--- src/rtl/uart_pkg.sv ---
// rtl/uart_pkg.sv - shared UART types and timing defaults (tx and rx)
package uart_pkg;

  // Transmit FSM states; PARITY is only reachable when UART_TX_PARITY_EN is defined
  typedef enum logic [2:0] {
    IDLE   = 3'd0,
    START  = 3'd1,
    DATA   = 3'd2,
    PARITY = 3'd3,
    STOP   = 3'd4
  } uart_state_e;

  // 100 MHz system clock / 9600 baud
  localparam int unsigned CLKS_PER_BIT_DEFAULT = 10416;

endpackage

--- src/rtl/uart_tx_if.sv ---
// rtl/uart_tx_if.sv - byte handshake and serial/status signals of the UART transmitter
interface uart_tx_if #(
  parameter int unsigned DATA_BITS = 8
);
  logic [DATA_BITS-1:0] tx_data;
  logic                 tx_valid;
  logic                 tx_ready;
  logic                 tx;
  logic                 tx_busy;
  logic                 tx_done;

  // Byte source (FIFO side / testbench)
  modport master (
    output tx_data, tx_valid,
    input  tx_ready, tx, tx_busy, tx_done
  );

  // Transmitter
  modport slave (
    input  tx_data, tx_valid,
    output tx_ready, tx, tx_busy, tx_done
  );
endinterface

--- src/rtl/uart_tx_baud_counter.sv ---
// rtl/uart_tx_baud_counter.sv - per-bit wait counter producing a bit_end strobe
module uart_tx_baud_counter
  import uart_pkg::*;
#(
  parameter int unsigned CLKS_PER_BIT = CLKS_PER_BIT_DEFAULT
) (
  input  logic clk_i,
  input  logic rst_ni,
  input  logic clear_i,
  input  logic enable_i,
  output logic bit_end_o
);
  localparam int unsigned CNT_W = (CLKS_PER_BIT > 1) ? $clog2(CLKS_PER_BIT) : 1;

  logic [CNT_W-1:0] cnt_q, cnt_d;

  assign bit_end_o = enable_i && (cnt_q == CNT_W'(CLKS_PER_BIT - 1));

  // Count 0..CLKS_PER_BIT-1 while enabled; a clear (frame accept) restarts the bit
  always_comb begin
    cnt_d = cnt_q;
    if (clear_i) begin
      cnt_d = '0;
    end else if (enable_i) begin
      cnt_d = bit_end_o ? '0 : cnt_q + CNT_W'(1);
    end
  end

  // Counter register
  always_ff @(posedge clk_i or negedge rst_ni) begin
    if (!rst_ni) begin
      cnt_q <= '0;
    end else begin
      cnt_q <= cnt_d;
    end
  end
endmodule

--- src/rtl/uart_tx.sv ---
// rtl/uart_tx.sv - UART transmitter, start/data/stop framing; optional even parity via UART_TX_PARITY_EN
module uart_tx
  import uart_pkg::*;
#(
  parameter int unsigned CLKS_PER_BIT = CLKS_PER_BIT_DEFAULT,
  parameter int unsigned DATA_BITS    = 8,
  parameter int unsigned STOP_BITS    = 1
) (
  input  logic     clk_i,
  input  logic     rst_ni,
  uart_tx_if.slave bus
);
  uart_state_e          state_q, state_d;
  logic [DATA_BITS-1:0] shreg_q, shreg_d;
  logic [3:0]           bit_idx_q, bit_idx_d;
  logic                 tx_q, tx_d;
  logic                 done_q, done_d;
  logic                 accept;
  logic                 bit_end;
`ifdef UART_TX_PARITY_EN
  logic                 par_q, par_d;
`endif

  assign bus.tx_ready = (state_q == IDLE);
  assign bus.tx_busy  = (state_q != IDLE);
  assign bus.tx       = tx_q;
  assign bus.tx_done  = done_q;
  assign accept       = bus.tx_valid && (state_q == IDLE);

  uart_tx_baud_counter #(
    .CLKS_PER_BIT(CLKS_PER_BIT)
  ) u_baud (
    .clk_i    (clk_i),
    .rst_ni   (rst_ni),
    .clear_i  (accept),
    .enable_i (state_q != IDLE),
    .bit_end_o(bit_end)
  );

  // State, shift register and bit index advance; tx is registered from next state so it tracks state_q
  always_ff @(posedge clk_i or negedge rst_ni) begin
    if (!rst_ni) begin
      state_q   <= IDLE;
      shreg_q   <= '0;
      bit_idx_q <= '0;
      tx_q      <= 1'b1;
      done_q    <= 1'b0;
`ifdef UART_TX_PARITY_EN
      par_q     <= 1'b0;
`endif
    end else begin
      state_q   <= state_d;
      shreg_q   <= shreg_d;
      bit_idx_q <= bit_idx_d;
      tx_q      <= tx_d;
      done_q    <= done_d;
`ifdef UART_TX_PARITY_EN
      par_q     <= par_d;
`endif
    end
  end

  // Next state plus the datapath it drags along (latch on accept, shift and count at bit ends)
  always_comb begin
    state_d   = state_q;
    shreg_d   = shreg_q;
    bit_idx_d = bit_idx_q;
`ifdef UART_TX_PARITY_EN
    par_d     = par_q;
`endif
    case (state_q)
      IDLE: begin
        if (accept) begin
          state_d   = START;
          shreg_d   = bus.tx_data;
          bit_idx_d = '0;
`ifdef UART_TX_PARITY_EN
          par_d     = ^bus.tx_data;
`endif
        end
      end
      START: begin
        if (bit_end) state_d = DATA;
      end
      DATA: begin
        if (bit_end) begin
          shreg_d = shreg_q >> 1;
          if (bit_idx_q == 4'(DATA_BITS - 1)) begin
            bit_idx_d = '0;
`ifdef UART_TX_PARITY_EN
            state_d   = PARITY;
`else
            state_d   = STOP;
`endif
          end else begin
            bit_idx_d = bit_idx_q + 4'd1;
          end
        end
      end
`ifdef UART_TX_PARITY_EN
      PARITY: begin
        if (bit_end) state_d = STOP;
      end
`endif
      STOP: begin
        if (bit_end) begin
          if (bit_idx_q == 4'(STOP_BITS - 1)) begin
            bit_idx_d = '0;
            state_d   = IDLE;
          end else begin
            bit_idx_d = bit_idx_q + 4'd1;
          end
        end
      end
      default: state_d = IDLE;
    endcase
  end

  // Line level for the upcoming cycle and the frame-complete pulse
  always_comb begin
    tx_d   = 1'b1;
    done_d = (state_q == STOP) && (state_d == IDLE);
    case (state_d)
      START:   tx_d = 1'b0;
      DATA:    tx_d = shreg_d[0];
`ifdef UART_TX_PARITY_EN
      PARITY:  tx_d = par_q;
`endif
      default: tx_d = 1'b1;
    endcase
  end
endmodule

--- src/flat_wrapper.sv ---
// flat-port wrapper written by rule: the top's interface ports become plain ports
module uart_tx_flat import uart_pkg::*;
#(
  parameter int unsigned CLKS_PER_BIT = CLKS_PER_BIT_DEFAULT,
  parameter int unsigned DATA_BITS    = 8,
  parameter int unsigned STOP_BITS    = 1
)
  (clk_i, rst_ni, bus_tx_data, bus_tx_valid, bus_tx_ready, bus_tx, bus_tx_busy, bus_tx_done);
  uart_tx_if #(.DATA_BITS(DATA_BITS)) bus_i ();
  input  logic clk_i;
  input  logic rst_ni;
  input wire logic [$bits(bus_i.tx_data)-1:0] bus_tx_data;
  input wire logic [$bits(bus_i.tx_valid)-1:0] bus_tx_valid;
  output wire logic [$bits(bus_i.tx_ready)-1:0] bus_tx_ready;
  output wire logic [$bits(bus_i.tx)-1:0] bus_tx;
  output wire logic [$bits(bus_i.tx_busy)-1:0] bus_tx_busy;
  output wire logic [$bits(bus_i.tx_done)-1:0] bus_tx_done;
  assign bus_i.tx_data = bus_tx_data;
  assign bus_i.tx_valid = bus_tx_valid;
  assign bus_tx_ready = bus_i.tx_ready;
  assign bus_tx = bus_i.tx;
  assign bus_tx_busy = bus_i.tx_busy;
  assign bus_tx_done = bus_i.tx_done;
  uart_tx #(.CLKS_PER_BIT(CLKS_PER_BIT), .DATA_BITS(DATA_BITS), .STOP_BITS(STOP_BITS)) u_core (.clk_i(clk_i), .rst_ni(rst_ni), .bus(bus_i));
endmodule
--- config.mk ---
export PLATFORM = sky130hd
export DESIGN_NAME = uart_tx_flat
export DESIGN_NICKNAME = d
export VERILOG_FILES = /design/src/rtl/uart_pkg.sv /design/src/rtl/uart_tx_if.sv /design/src/rtl/uart_tx_baud_counter.sv /design/src/rtl/uart_tx.sv /design/src/flat_wrapper.sv
export SDC_FILE = /design/constraint.sdc
export NUM_CORES = 1
export LEC_CHECK = 0
export ABC_AREA = 1
export CAP_MARGIN = 15
export CELL_PAD_IN_SITES_DETAIL_PLACEMENT = 1
export CELL_PAD_IN_SITES_GLOBAL_PLACEMENT = 2
export CORE_MARGIN = 3
export CORE_UTILIZATION = 32
export CTS_BUF_LIST = sky130_fd_sc_hd__clkbuf_8
export CTS_CLUSTER_DIAMETER = 200
export CTS_CLUSTER_SIZE = 25
export DETAILED_ROUTE_END_ITERATION = 8
export PLACE_DENSITY = 0.86
export SYNTH_ARGS = -nofsm -noshare
export SYNTH_HDL_FRONTEND = slang
export SYNTH_SLANG_ARGS = --single-unit
--- constraint.sdc ---
create_clock -name clk_i -period 1.3 [get_ports clk_i]
set_input_delay 0.195 -clock clk_i [delete_from_list [all_inputs] [get_ports clk_i]]
set_output_delay 0.195 -clock clk_i [all_outputs]
set_load 0.005 [all_outputs]
==> summary.txt <==
Outcome
  – Status: complete, but fails checks
  – Failing checks: setup timing

Cells and area
  – Antenna Cells: 0
  – # fillers: ~640
  – Most common cell after layout, fill and taps aside: nand2_1
  – # nets final: 307
  – Most frequent cells in the layout: nand2_1, buf_4, dfrtp_1, nand3_1, inv_1
  – Area Growth Syn to Fin: 43.8%
  – Share of cells above drive strength 1: 0.384

Logic synthesis
  – Syn Nets: around 250
  – Post-synthesis average cell area: 7.74 µm²
  – Yosys cell types: 31
  – Synthesized cell area: about 0.0018 mm²
  – Sequential-to-total area share from yosys stat: 0.427
  – Syn Inst Count: 235
  – Syn. warnings: 0
  – Synth Register Bits: 31

Floorplanning
  – Die width: around 81 µm
  – Core area: between 0.005 and 0.006 mm²
  – Initial core utilization: 0.343
  – Die ar.: roughly 0.0066 mm²
  – FP Rows: 26
  – I/O pins: 15
  – Die H: 81.4 µm

CTS
  – TritonCTS clock tree: built
  – Number of hold buffers added after cts: 0
  – H-tree levels: 2
  – Clk_lat worst skew: 0.29 ns
  – Clock Tree Buf Depth: 2
  – Clock sinks: 31
  – Root Buffer: clkbuf_8
  – CTS clk-pin slew, worst paths: around 0.07 ns
  – Cts bufs inserted: 5

Timing
  – Fin Clk Skew: 0.00900 ns
  – FMAX: 686 MHz
  – Worst slew margin: 0.831
  – Fin. Hold Viols: 0
  – Tmin final: about 1.5 ns
  – Worst Max-Slew Pin Slew: 0.253 ns
  – Final setup violation count: 32
  – Unrepaired setup endpoints after global routing: yes
  – Final period util: 1.12
  – Final Slew Violations: 0
  – Final WS setup: -0.157 ns

Critical path
  – CP peak stage delay: approximately 0.41 ns
  – Crit path to: u_core.u_baud.cnt_q[1]
  – CP Launch Type: register
  – Critical path depth in cells: 7
  – Reg2reg path depth: 7
  – CP cell instances: ha_4 > nand3_4 > nor2_4 > nand2_4 > nand2_8 > inv_6 > a22o_1
  – Worst path slowest cell: dfrtp_2
  – Cell family with most CP delay: simple AND/OR/NAND/NOR gates
  – WS Path Type: register to register
  – Worst EP arrival: between 1.5 and 2 ns
  – WP buf/inv: 1
  – Critical Path RT: about 1.5 ns
  – Worst Setup End Kind: register
  – Crit path max fanout: 7
  – Reg-to-reg setup timing slack: -0.16 ns
  – Critical Path Source: u_core.u_baud.cnt_q[1]
  – Worst R2R End: u_core.u_baud.cnt_q[1]
  – Worst R2R Start: u_core.u_baud.cnt_q[1]

Detailed routing
  – DR pass1 iterations: 4
  – Vias per Instance: around 4.8
  – Antenna Nets Post-Route: 0
  – Vias: between 1500 and 2000
  – Total Wirelength: about 5100 µm
  – Drt initial violations: 53
  – Residual DRC count: 0
  – WL/cell: around 14 µm

Worst hold path
  – Min-delay worst type: primary input to async pin

Power and ir drop
  – PD cells: between 1000 and 1500 mW/mm²
  – Total power: 0.00329 W
  – Leakage power: ~1.2 nW
  – Worst IR drop on VDD: 0.567 mV

Placed design
  – Buffers on Ports: 14
  – GP Congestion: between 0.7 and 0.8
  – DP Wirelength: 3750 µm
  – Place WS: -0.182 ns

Job
  – # Max-Cap Violations: 0

GRT
  – Global-route wire length before repair: approximately 8600 µm
  – Largest net degree at the start of global routing: 32
  – Initial antenna violation count: 0
  – Total congestion overflow: 0
  – Vias in the first global route: approximately 1800
  – GRT Overall Usage: 0.172
==> through the flow <==
step	cell area [µm²]	utilization	cells	hold WS [ns]	TNS [ns]
floorplan	1850	-	235	-0.101	-0.0737
global placement	2360	0.445	352	0.470	-2.04
detailed placement	2360	0.445	352	0.476	-3.78
CTS	2510	0.473	363	0.281	-4.14
global route	2620	0.493	364	0.294	-5.82
finish	2620	0.493	364	0.274	-2.88
==> cells in the mapped netlist, drive strengths merged <==
cell type | n | area (µm²)
a21oi | 1 | 5.00
a22o | 1 | 8.76
a31oi | 1 | 6.26
buf | 1 | 7.51
clkinv | 3 | 13.8
dfrtp | 30 | 751
dfstp | 1 | 26.3
ha | 3 | 37.5
inv | 26 | 100
nand2 | 80 | 333
nand3 | 25 | 140
nand4 | 6 | 37.5
nor2 | 26 | 145
nor3 | 4 | 36.3
o211ai | 1 | 7.51
o21ai | 18 | 101
o22ai | 3 | 18.8
xnor2 | 2 | 17.5
xor2 | 3 | 26.3
==> kinds of logic (layout without fill, tap and decap cells) <==
group | after synthesis | count (layout) | synth area share
xor gates and xnor gates | 5 | 5 | 0.0241
adders and majority gates | 3 | 3 | 0.0206
buffers and inverters | 30 | 89 | 0.0667
DFF | 31 | 31 | 0.427
and+or+nand+nor | 141 | 141 | 0.380
AOI/OAI and AO/OA | 25 | 25 | 0.0812
==> worst min-delay path by stage <==
| stage | endpoint | slack (ns) | cells past startpoint |
|---|---|---|---|
| 2_1_floorplan | u_core.bit_idx_q[0] | -0.10 | 0 |
| 3_3_place_gp | u_core.shreg_q[2] | 0.47 | 2 |
| 3_5_place_dp | u_core.shreg_q[7] | 0.48 | 2 |
| 4_1_cts | u_core.u_baud.cnt_q[5] | 0.28 | 2 |
| 5_1_grt | u_core.u_baud.cnt_q[5] | 0.29 | 2 |
| 6_report | u_core.u_baud.cnt_q[0] | 0.27 | 2 |
==> layout make-up <==
type                    instances  area [µm²]  area share
multi-input cells             174        1060       0.407
clock inverters                 2        8.76     0.00335
repair buffers                 52         468       0.179
well taps                      70        87.6      0.0335
inverters                      29         124      0.0473
flip-flops and latches         31         782       0.299
clock buffers                   6        82.6      0.0316
==> state kept, by name, indices dropped and copies added (netlist names) <==
name	count
u_core.bus.tx_done	1
u_core.u_baud.cnt_q	14
u_core.shreg_q	8
u_core.bit_idx_q	4
u_core.bus.tx	1
u_core.state_q	3
==> power by group <==
group	switching (W)	internal, W
registers	0.000192	0.00119
clock network	0.000373	0.000419
logic	0.000558	0.000554
total	0.00112	0.00216
==> worst reg2reg max path, delay by kind of cell, from the launching register on <==
kind,cells,cell delay [ns]
simple gates,4,0.54
flops,1,0.41
fa+ha+maj,1,0.16
buf+inv,1,0.06
compound gates,1,0.18
==> per-layer routing <==
metal | wire length, µm | global-route usage
met5 | 0 | 0
met4 | 53 | 0.0405
met3 | 165 | 0.0366
met2 | 2660 | 0.299
met1 | 2260 | 0.216
==> repair_timing <==
action | in CTS | in global routing
gates resized for setup | 24 | 38
pin swaps | 6 | 14
setup buffers | 3 | 1
hold endpoints to repair | 0 | 0
setup endpoints to repair | 35 | 33
Note: power is estimated with default switching activity, not from simulation.
==> edit 1 (same flow settings) <==
`DATA_BITS` is set to 8 in 3 places; all go to 6.
--- a/src/rtl/uart_tx_if.sv
+++ b/src/rtl/uart_tx_if.sv
@@ -1,6 +1,6 @@
 // rtl/uart_tx_if.sv - byte handshake and serial/status signals of the UART transmitter
 interface uart_tx_if #(
-  parameter int unsigned DATA_BITS = 8
+  parameter int unsigned DATA_BITS = 6
 );
   logic [DATA_BITS-1:0] tx_data;
   logic                 tx_valid;
--- a/src/rtl/uart_tx.sv
+++ b/src/rtl/uart_tx.sv
@@ -3,7 +3,7 @@
   import uart_pkg::*;
 #(
   parameter int unsigned CLKS_PER_BIT = CLKS_PER_BIT_DEFAULT,
-  parameter int unsigned DATA_BITS    = 8,
+  parameter int unsigned DATA_BITS    = 6,
   parameter int unsigned STOP_BITS    = 1
 ) (
   input  logic     clk_i,
--- a/src/flat_wrapper.sv
+++ b/src/flat_wrapper.sv
@@ -2,7 +2,7 @@
 module uart_tx_flat import uart_pkg::*;
 #(
   parameter int unsigned CLKS_PER_BIT = CLKS_PER_BIT_DEFAULT,
-  parameter int unsigned DATA_BITS    = 8,
+  parameter int unsigned DATA_BITS    = 6,
   parameter int unsigned STOP_BITS    = 1
 )
   (clk_i, rst_ni, bus_tx_data, bus_tx_valid, bus_tx_ready, bus_tx, bus_tx_busy, bus_tx_done);
Ports: changed (resized bus_tx_data); port bits go from 15 to 13. The function was not compared with the original's and may differ.
==> edit 1 against the unedited design <==
  * The flow still finishes with violations (setup timing)
  * Design area increased by 2.2%
  * Setup slack worse by 29 ps
  * Area after synthesis is 5.2% lower
  * Sequential cell count down 2
  * Synthesized cell count fell by 8.9%
  * Wire length is 7.7% lower
  * Total power rose by 1.7%
  * Via count shrank 7.2%
  * Clock power grew 6.4%
  * Largest power group unchanged
==> edit 1: results (changes against the unedited design) <==
Status
  – Outcome: complete, but fails checks (unchanged)
  – Failing checks: setup timing (unchanged)

STA
  – Clk_skew: 2.583 ps (was 8.997 ps)
  – Setup Viol. Count Final: 30 (was 32)
  – WHS: 275.3 ps (was 273.7 ps)
  – Final setup margin: -185.9 ps (was -157.0 ps)
  – Relative slew slack: 79.74% (was 83.07%)

Logic synthesis
  – Ranking of synthesized cells by area: dfrtp_1, nand2_1, nand3_1, inv_1, ha_1 (was dfrtp_1, nand2_1, nand3_1, inv_1, nor2_1)
  – Netlist cell types: 30 (was 31)
  – Post-synth top cells: nand2_1, dfrtp_1, inv_1 (was nand2_1, dfrtp_1, nand3_1)

GRT
  – First-pass GRT wire length: 7.955 mm (was 8.625 mm)
  – Vias in the first global route: 1,735 (was 1,790)
  – GR Util met2: 29.55% (was 29.89%)
  – Largest net degree at the start of global routing: 30 (was 32)
  – Met1 Use GR: 18.86% (was 21.61%)

Min path
  – Min-Delay Path Class: in2async (unchanged)

Routing
  – Initial DRC Count: 45 (was 53)
  – Post-Route WL: 4.742 mm (was 5.137 mm)
  – DR vias/cell: 4.632 (was 4.838)
  – Wire length on met3: 109 um (was 165 um)
  – M1 WL: 1.993 mm (was 2.255 mm)

Placement
  – Routability Congestion: 0.7217 (was 0.7827)
  – Port bufs: 12 (was 14)
  – Detail Placement HPWL: 3.360 mm (was 3.748 mm)

Clock network
  – Post-CTS setup buffer count: 7 (was 3)
  – Post_cts resized: 36 (was 24)

Layout
  – Fill count: 619 (was 644)
  – Largest registers: u_core.u_baud.cnt_q (14), u_core.shreg_q (6), u_core.bit_idx_q (4) (was u_core.u_baud.cnt_q (14), u_core.shreg_q (8), u_core.bit_idx_q (4))
  – Share of post-route cells with drive strength above 1: 45.94% (was 38.44%)

Critical path
  – Worst R2R Start: u_core.state_q[0] (was u_core.u_baud.cnt_q[1])
  – Cells on worst reg2reg path: 9 (was 7)
  – CP max stage delay: 390 ps (was 410 ps)
edit 1: cell count changes in the layout (fill, tap and decap cells not counted), moves of 3 or more:
cell / unedited run / this run
buf_4: 32 / 42
dfrtp_2: 4 / 0
nand2_1: 66 / 51
nand2_2: 10 / 15
nand3_1: 19 / 14
nand4_1: 6 / 1
nor2_1: 12 / 8
o21ai_1: 6 / 9
o21ai_2: 8 / 5
o22ai_1: 3 / 0
o22ai_2: 0 / 4
edit 1: final cells by class:
class,count,area (um2),area share (%)
Timing Repair Buffer,61,549.3,20.53
Sequential cell,29,726.9,27.17
Clock buffer,7,96.34,3.601
Clock inverter,1,5.005,0.1871
Multi-Input combinational cell,155,1079,40.32
Inverter,30,131.4,4.911
Tap cell,70,87.58,3.274
edit 1: logic make-up (layout without fill, tap and decap cells):
family	Yosys count	count (layout)	share of synthesized area [%]
AO/OA/AOI/OAI	27	27	8.926
XOR/XNOR	6	6	3.048
adder cells (fa/ha/maj)	4	4	2.903
buffers and inverters	30	99	6.676
flip-flops	29	29	42.16
AND/OR/NAND/NOR	118	118	36.29
edit 1: stage by stage:
step	cell area [um2]	util, %	setup TNS [ps]	cells	worst slack [ps]
6_report	2675	51.72	-3737	353	-185.9
5_1_grt	2675	51.72	-6812	353	-314.3
4_1_cts	2501	48.36	-3783	347	-189.3
3_5_place_dp	2263	43.76	-3132	332	-173.3
3_3_place_gp	2263	43.76	-2189	332	-136.4
2_1_floorplan	1748	-	-232.9	214	-29.65
edit 1: report_power, final:
part	switching, mW	total, mW	internal (mW)
Combinational	0.615	1.25	0.633
Clock	0.365	0.843	0.478
Sequential	0.155	1.25	1.10
edit 1: worst max-delay path, delay by kind of cell (launching register included):
kind | cells | cell delay, ps
buffers and inverters | 3 | 310
flip-flops | 1 | 390
AND/OR/NAND/NOR | 6 | 660
==> edit 2 (same flow settings) <==
Without the edit above. Re-encode `uart_state_e` (5 states) as one-hot, 5 bits wide.
--- a/src/rtl/uart_pkg.sv
+++ b/src/rtl/uart_pkg.sv
@@ -2,12 +2,12 @@
 package uart_pkg;
 
   // Transmit FSM states; PARITY is only reachable when UART_TX_PARITY_EN is defined
-  typedef enum logic [2:0] {
-    IDLE   = 3'd0,
-    START  = 3'd1,
-    DATA   = 3'd2,
-    PARITY = 3'd3,
-    STOP   = 3'd4
+  typedef enum logic [4:0] {
+    IDLE   = 5'b00001,
+    START  = 5'b00010,
+    DATA   = 5'b00100,
+    PARITY = 5'b01000,
+    STOP   = 5'b10000
   } uart_state_e;
 
   // 100 MHz system clock / 9600 baud
Function: no difference found for any inputs over 10 cycles, from zero or initial values and one cycle with rst_ni low; not proved beyond that.
==> edit 2 against the unedited design <==
  * Setup slack worse by 260 ps
  * Largest power group unchanged
  * Design area up 15%
  * Count of clock-buffer cells in the layout unchanged
  * Critical path depth up 5
  * Cell count up 12%
  * Wire length up 24%
  * Clock skew down 2.6 ps
  * Utilization up 3.2 points
  * Total power down 9.4%
  * The run still ends with setup timing left
  * Synthesized cell count up 5.5%
  * Area after synthesis up 8.3%
  * Sequential cell count up 2
==> edit 2: results (changes against the unedited design) <==
Status
  – Outcome: complete, but fails checks (unchanged)
  – Failing checks: setup timing (unchanged)

GRT
  – Largest net degree at the start of global routing: 20 (was 32)
  – Vias in the first global route: 2,172 (was 1,790)
  – GR Util met2: 32.86% (was 29.89%)
  – GRT Total Usage: 18.15% (was 17.20%)
  – Initial antenna violation count: 0 (unchanged)
  – First-pass GRT wire length: 10.40 mm (was 8.625 mm)
  – Met1 Use GR: 21.73% (was 21.61%)
  – Met3 GRT Util: 3.238% (was 3.659%)

Layout
  – Largest registers: u_core.u_baud.cnt_q (14), u_core.shreg_q (8), u_core.state_q (5) (was u_core.u_baud.cnt_q (14), u_core.shreg_q (8), u_core.bit_idx_q (4))
  – Nets: 347 (was 307)
  – Share of post-route cells with drive strength above 1: 43.11% (was 38.44%)
  – Reg area: 828.3 um2 (was 782.0 um2)
  – Fill count: 694 (was 644)

Critical path
  – R2R Path End: u_core.bus.tx (was u_core.u_baud.cnt_q[1])
  – CP max stage delay: 550 ps (was 410 ps)
  – WP data arrival: 1940 ps (was 1640 ps)
  – Worst R2R Start: u_core.state_q[0] (was u_core.u_baud.cnt_q[1])
  – Worst-path fanout max: 6 (was 7)
  – Cells on worst reg2reg path: 12 (was 7)
  – CP max stage cell: dfstp_2 (was dfrtp_2)

Power and ir drop
  – Seq power: 1.29 mW (was 1.38 mW)
  – Logic pwr share: 29.1% (was 33.9%)
  – Sw frac: 31.85% (was 34.18%)
  – Peak VDD IR: 0.0005405 V (was 0.0005668 V)
  – Pleak: 1.450 nW (was 1.245 nW)
  – Power share of the sequential group: 43.4% (was 42.0%)

STA
  – Sum Neg Setup Slack: -11,370 ps (was -2878 ps)
  – Final setup margin: -421.5 ps (was -157.0 ps)
  – Setup Viol. Count Final: 34 (was 32)
  – WHS: 250.5 ps (was 273.7 ps)
  – Clk_skew: 6.371 ps (was 8.997 ps)

Routing
  – M1 WL: 2.783 mm (was 2.255 mm)
  – Initial DRC Count: 45 (was 53)
  – Wire length on met3: 176 um (was 165 um)
  – DR vias/cell: 4.961 (was 4.838)
  – Post-Route WL: 6.379 mm (was 5.137 mm)
  – Metal2 WL: 3.279 mm (was 2.662 mm)
  – Vias: 2,014 (was 1,761)

Logic synthesis
  – Post-synth top cells: nand2_1, dfrtp_1, nand3_1 (unchanged)
  – Post-Synthesis Cells: 248 (was 235)
  – Seq/Total Area, Yosys: 42.06% (was 42.71%)
  – Ranking of synthesized cells by area: dfrtp_1, nand2_1, nand3_1, inv_1, nor2_1 (unchanged)
  – Netlist cell types: 37 (was 31)
  – Post-synth ARST share: 100.0% (unchanged)
  – Synthesized net count: 262 (was 249)

Placement
  – Dpl ws: -346.1 ps (was -182.4 ps)
  – Area after DPL: 0.002658 mm2 (was 0.002360 mm2)
  – Dpl cells: 386 (was 352)
  – Routability Congestion: 0.8014 (was 0.7827)
  – Detail Placement HPWL: 4.263 mm (was 3.748 mm)
edit 2: cell count changes in the layout (fill, tap and decap cells not counted), sizes merged, moves of 3 or more:
cell   change
buf       +30
inv        +9
o22ai      +3
nand3      +9
nand4      +3
o31ai      +3
nand2     -21
edit 2: area by class of cell:
cell class	instances	area share, %
Clock buffer	6	2.736
Clock inverter	2	0.2488
Inverter	36	4.934
Multi-Input combinational cell	175	38.43
Sequential cell	33	27.45
Tap cell	72	2.985
Timing Repair Buffer	82	23.22
edit 2: what timing repair did:
action / CTS / global route
gates resized for setup: 39 / 13
pin swaps: 20 / 13
hold endpoints to repair: 0 / 0
endpoints found under the setup margin: 36 / 34
setup buffers: 10 / 3
edit 2: cells by family (layout without fill, tap and decap cells):
kind of cell	after synthesis	in the layout	share of synthesized area [%]
buffers and inverters	40	126	8.322
xor gates and xnor gates	6	6	2.668
other	1	1	0.1904
AOI/OAI and AO/OA	33	33	9.848
and+or+nand+nor	132	132	35.01
adders and majority gates	3	3	1.906
DFF	33	33	42.06
edit 2: how the worst max path moves through the flow:
| stage | startpoint | to | slack, ps |
|---|---|---|---|
| 2_1_floorplan | u_core.u_baud.cnt_q[0] | u_core.bit_idx_q[3] | -90 |
| 3_3_place_gp | u_core.state_q[0] | bus_tx_ready | -290 |
| 3_5_place_dp | u_core.state_q[0] | u_core.bus.tx | -350 |
| 4_1_cts | u_core.state_q[0] | u_core.bus.tx | -420 |
| 5_1_grt | u_core.state_q[0] | u_core.bus.tx | -500 |
| 6_report | u_core.state_q[0] | u_core.bus.tx | -420 |
edit 2: worst max-delay path, delay by kind of cell (launching register included):
kind / cells / cell delay (ps)
flops: 1 / 550
simple gates: 7 / 590
buf+inv: 5 / 500
